File: src/rtl/apb_arbiter.sv
// Two-master APB arbiter with round-robin grant onto a single downstream APB port.
// Optional access-phase watchdog enabled by defining APB_ARB_TIMEOUT_EN.
//   state  | meaning
//   IDLE   | no transfer; arbitrate between upstream requests
//   SETUP  | downstream setup phase with latched fields
//   ACCESS | downstream access phase, waiting for apbm_pready
//   RESP   | one-cycle upstream pready to the granted master
module apb_arbiter #(
  parameter int W_ADDR         = 16,
  parameter int W_DATA         = 32,
  parameter int TIMEOUT_CYCLES = 255
) (
  input  logic                clk,
  input  logic                rst_n,
  input  logic [2*W_ADDR-1:0] apbs_paddr,
  input  logic [1:0]          apbs_psel,
  input  logic [1:0]          apbs_penable,
  input  logic [1:0]          apbs_pwrite,
  input  logic [2*W_DATA-1:0] apbs_pwdata,
  output logic [1:0]          apbs_pready,
  output logic [2*W_DATA-1:0] apbs_prdata,
  output logic [1:0]          apbs_pslverr,
  output logic [W_ADDR-1:0]   apbm_paddr,
  output logic                apbm_psel,
  output logic                apbm_penable,
  output logic                apbm_pwrite,
  output logic [W_DATA-1:0]   apbm_pwdata,
  input  logic                apbm_pready,
  input  logic [W_DATA-1:0]   apbm_prdata,
  input  logic                apbm_pslverr
);

  typedef enum logic [1:0] {IDLE, SETUP, ACCESS, RESP} state_t;

  state_t            r_state, w_next;
  logic              r_grant, r_last, w_pick, w_timeout;
  logic [W_ADDR-1:0] r_addr;
  logic [W_DATA-1:0] r_wdata, r_rdata;
  logic              r_write, r_slverr;
  logic              w_unused;

  // penable from the masters carries no information the arbiter needs
  assign w_unused = ^apbs_penable;

  // on contention the master not served last wins
  always_comb begin
    w_pick = apbs_psel[1];
    if (apbs_psel == 2'b11) w_pick = ~r_last;
  end

`ifdef APB_ARB_TIMEOUT_EN
  localparam int CNT_W = $clog2(TIMEOUT_CYCLES + 1);
  logic [CNT_W-1:0] r_cnt;

  always_ff @(posedge clk or negedge rst_n) begin
    if (!rst_n)                                 r_cnt <= '0;
    else if (r_state == SETUP)                  r_cnt <= '0;
    else if (r_state == ACCESS && !apbm_pready) r_cnt <= r_cnt + 1'b1;
  end

  assign w_timeout = (r_state == ACCESS) && !apbm_pready &&
                     (r_cnt == CNT_W'(TIMEOUT_CYCLES - 1));
`else
  assign w_timeout = 1'b0;
`endif

  always_ff @(posedge clk or negedge rst_n) begin
    if (!rst_n) begin
      r_state  <= IDLE;
      r_grant  <= 1'b0;
      r_last   <= 1'b1;
      r_addr   <= '0;
      r_write  <= 1'b0;
      r_wdata  <= '0;
      r_rdata  <= '0;
      r_slverr <= 1'b0;
    end else begin
      r_state <= w_next;
      if (r_state == IDLE && |apbs_psel) begin
        r_grant <= w_pick;
        r_addr  <= w_pick ? apbs_paddr[2*W_ADDR-1:W_ADDR] : apbs_paddr[W_ADDR-1:0];
        r_write <= apbs_pwrite[w_pick];
        r_wdata <= w_pick ? apbs_pwdata[2*W_DATA-1:W_DATA] : apbs_pwdata[W_DATA-1:0];
      end
      if (r_state == ACCESS && apbm_pready) begin
        r_rdata  <= apbm_prdata;
        r_slverr <= apbm_pslverr;
      end else if (w_timeout) begin
        r_rdata  <= '0;
        r_slverr <= 1'b1;
      end
      if (r_state == RESP) r_last <= r_grant;
    end
  end

  always_comb begin
    w_next       = r_state;
    apbs_pready  = '0;
    apbs_prdata  = '0;
    apbs_pslverr = '0;
    apbm_paddr   = '0;
    apbm_psel    = 1'b0;
    apbm_penable = 1'b0;
    apbm_pwrite  = 1'b0;
    apbm_pwdata  = '0;
    case (r_state)
      IDLE: if (|apbs_psel) w_next = SETUP;
      SETUP: begin
        apbm_psel   = 1'b1;
        apbm_paddr  = r_addr;
        apbm_pwrite = r_write;
        apbm_pwdata = r_wdata;
        w_next      = ACCESS;
      end
      ACCESS: begin
        apbm_psel    = 1'b1;
        apbm_penable = 1'b1;
        apbm_paddr   = r_addr;
        apbm_pwrite  = r_write;
        apbm_pwdata  = r_wdata;
        if (apbm_pready || w_timeout) w_next = RESP;
      end
      RESP: begin
        apbs_pready[r_grant]  = 1'b1;
        apbs_pslverr[r_grant] = r_slverr;
        if (r_grant) apbs_prdata[2*W_DATA-1:W_DATA] = r_rdata;
        else         apbs_prdata[W_DATA-1:0]        = r_rdata;
        w_next = IDLE;
      end
      default: w_next = IDLE;
    endcase
  end

endmodule

File: config.mk
export PLATFORM = sky130hd
export DESIGN_NAME = apb_arbiter
export DESIGN_NICKNAME = d
export VERILOG_FILES = /design/src/rtl/apb_arbiter.sv
export SDC_FILE = /design/constraint.sdc
export NUM_CORES = 1
export LEC_CHECK = 0
export CAP_MARGIN = 10
export CORE_MARGIN = 8
export CORE_UTILIZATION = 33
export CTS_CLUSTER_DIAMETER = 60
export DETAILED_ROUTE_END_ITERATION = 8
export GPL_ROUTABILITY_DRIVEN = 0
export PLACE_DENSITY = 0.7
export SETUP_SLACK_MARGIN = 0.5
export SYNTH_ARGS = -nofsm -noshare
export SYNTH_HDL_FRONTEND = slang
export SYNTH_SLANG_ARGS = --single-unit
File: constraint.sdc
create_clock -name clk -period 3.3 [get_ports clk]
set_clock_uncertainty 0.15 [all_clocks]
set_input_delay 0.66 -clock clk [delete_from_list [all_inputs] [get_ports clk]]
set_output_delay 0.66 -clock clk [all_outputs]
set_load 0.005 [all_outputs]
==> run_results.csv <==
group,metric,value,unit
status,status,"completed",
clocking,tritoncts,"built",
cells_and_area,n_fill_cell,1169,
grt,grt_pass1_wl,25800,microns
power_and_ir_drop,peakVddDrop,396,uV
setup_path,cp_max_fo,27,
setup_path,reg2reg_to,"r_wdata[25]$_DFFE_PN0P_",
route,vias,4441,
timing,rsz0062_at_grt,"true",
grt,grt_usage,18.5,%
clocking,postCtsHoldBufs,0,
yosys,yosysTopAreaCellShare,47.9,%
setup_path,cp_cell_sequence,"ha_1, and2b_2, buf_12, and2_1, clkdlybuf4s50_1",
setup_path,r2r.worst_path.cells,6,
grt,grt_max_degree,87,
cells_and_area,antenna_cells,0,
yosys,ys_seq_area_share,48.5,%
clocking,htreeDepth,3,
setup_path,critPathTopFamily,"buffers and inverters",
placed_design,place_hpwl,12000,microns
clocking,clkTransAtPathRegs,0.06,ns
timing,slew_headroom,57.5,%
cells_and_area,multi_input_area,2140,sq um
cells_and_area,seq_area,2150,sq um
yosys,yosys_most_used_dff,"dfrtp_1",
grt,grt_pass1_vias,4784,
power_and_ir_drop,p_sw_share,34.1,%
timing,post-route-min-period,2.80,ns
route,wl_per_cell,17.8,microns
yosys,syn_inst,487,
setup_path,cp.arrival,1.99,ns
power_and_ir_drop,p_seq_share,27.4,%
grt,grt.overflow.total,0,
timing,fmaxAchievable,357,MHz
clocking,insertion_delay,0.34,ns
flow_run,max_cap_violations,0,
timing,tightest_slew,0.635,ns
placed_design,portBuffers,254,
yosys,synth_most_common_cell,"a21oi_1",
floorplanning,io_pins,257,
setup_path,endpoint_kind,"output pin",
cells_and_area,syn_to_final_growth,73.2,%
timing,slew_viol_final,0,
yosys,synth-edff-count,0,
power_and_ir_drop,pwr-share-comb,58.0,%
timing,hold_slack,0.0879,ns
yosys,synth_area_per_cell,9.11,sq um
cells_and_area,final_nets,875,
clocking,root_buffer,"clkbuf_16",
grt,antenna_found_initial,2,
power_and_ir_drop,switchingPower,2.40,mW
floorplanning,dieArea,17400,sq um
yosys,ys_top_cells_by_count,"a21oi_1 (99), dfrtp_1 (85), and2_1 (83)",
clocking,numCtsBuffers,9,
route,via_per_inst,4.86,
power_and_ir_drop,internal_power,4.65,mW
min_path,hp-class,"in2async",
power_and_ir_drop,power_leakage,3.74,nW
power_and_ir_drop,p_per_area,917,nW/um^2
timing,period_share,84.9,%
setup_path,rrSetupSlack,1.41,ns
yosys,yosysWarnings,0,
floorplanning,fp.dieH,132,microns
setup_path,slowest_delay,0.45,ns
setup_path,worstPathRequired,2.49,ns
yosys,synth_top_area_cell,"dfrtp_1",
route,ant_nets,0,
setup_path,crit_buf_inv,2,
timing,final-setup-viol-count,0,
yosys,synth_nets,629,
yosys,netlist_area,4440,sq um
floorplanning,rows,42,
yosys,yosys.cell_types.count,21,
timing,finalSetupTns,0,ns
cells_and_area,drive_gt1_share,10.3,%
route,wl,16300,microns
setup_path,startpoint_type,"flip-flop",
setup_path,regToRegStartpoint,"r_state[1]$_DFFE_PN0P_",
floorplanning,core,13200,sq um
yosys,yosys_register_bits,86,
floorplanning,die_w,132,microns
power_and_ir_drop,clkPwrFrac,14.6,%
floorplanning,start_util,33.6,%
yosys,synth_area_leaders,"dfrtp_1 (48%), and2_1 (12%), a21oi_1 (11%)",
setup_path,cpMaxStageDelayCell,"clkdlybuf4s50_1",
timing,finalHoldViolations,0,
setup_path,critical_path_class,"reg2out",
clocking,clockBufferDepth,2,
route,drtIter0Drc,180,
route,drc_errors,0,
route,dr.pass1.iters,4,
yosys,synthArstFlopShare,100,%
clocking,cts_num_sinks,86,
==> power groups by stage <==
stage,Combinational [mW],Sequential [mW],Clock (mW)
after floorplan,1.82,1.82,0
after global placement,3.89,1.90,0
after detailed placement,3.95,1.94,0
after CTS,4.19,1.92,1.07
after global routing,4.48,2.00,1.11
final,4.09,1.93,1.03
==> final cells by class <==
cell class              instances  area share, %
repair buffers                272           37.3
flip-flops and latches         86           28.0
multi-input cells             362           27.8
clock buffers                  12           3.34
well taps                     176           2.86
clock inverters                 4          0.586
inverters                       2         0.0977
==> worst max path at each step <==
stage	start	end	slack, ns	cells after the start
2_1_floorplan	r_state[1]$_DFFE_PN0P_	apbs_prdata[10]	1.33	4
3_3_place_gp	r_state[1]$_DFFE_PN0P_	apbs_pslverr[0]	0.64	5
3_5_place_dp	r_state[1]$_DFFE_PN0P_	apbs_pslverr[0]	0.61	5
4_1_cts	r_state[1]$_DFFE_PN0P_	apbs_pslverr[0]	0.46	5
5_1_grt	r_state[1]$_DFFE_PN0P_	apbs_pslverr[0]	0.42	5
6_report	r_state[1]$_DFFE_PN0P_	apbs_pslverr[0]	0.50	5
==> metal layers <==
layer	GRT usage [%]	part of all wire, %	vias to the layer above
met1	20.2	39	2090
met5	0	0.14	-
li1	-	-	2109
met3	8.38	11	32
met2	30.3	47	206
met4	8.04	2.9	4
==> timing repair <==
item,CTS,global route
pin swaps,0,1
hold endpoints to repair,0,0
gates resized for setup,15,34
setup buffers,3,2
gates cloned,1,0
endpoints found under the setup margin,75,107
==> registers in the layout, summed over array words and instances, names as in the netlist <==
register and cells:
r_rdata 32, r_wdata 32, r_addr 16, r_state 2
r_grant 1, r_last 1, r_slverr 1, r_write 1
==> kinds of logic after synthesis <==
| logic type | count (synthesis) | share of synthesized area (%) |
|---|---|---|
| buffers and inverters | 39 | 4.03 |
| AO/OA/AOI/OAI | 105 | 12.3 |
| adder cells (fa/ha/maj) | 4 | 1.13 |
| AND/OR/NAND/NOR | 218 | 25.1 |
| multiplexers | 35 | 8.88 |
| flip-flops | 86 | 48.5 |
==> cell usage in the layout (no fill, tap or decap), drive strengths merged, types with 2 or more instances in the layout <==
cell / netlist / final
inv: 2 / 2
dlygate4sd2: 0 / 4
nand2: 50 / 50
buf: 18 / 19
and2: 83 / 83
nor2: 50 / 50
dfrtp: 85 / 85
dlymetal6s2s: 0 / 32
mux2: 35 / 35
clkinv: 0 / 3
ha: 4 / 4
clkbuf: 19 / 12
a21oi: 99 / 99
and3: 33 / 33
clkdlybuf4s50: 0 / 217
==> metrics by stage <==
stage / std cells / power (mW) / worst slack, ns / util, % / cell area [sq um]
after floorplan: 487 / 3.64 / 1.33 / - / 4440
after global placement: 891 / 5.79 / 0.644 / 54.3 / 7170
after detailed placement: 891 / 5.89 / 0.606 / 54.3 / 7170
after CTS: 911 / 7.18 / 0.458 / 57.3 / 7550
after global routing: 914 / 7.60 / 0.417 / 58.3 / 7690
final: 914 / 7.05 / 0.499 / 58.3 / 7690
Note: power is estimated with default switching activity, not from simulation.
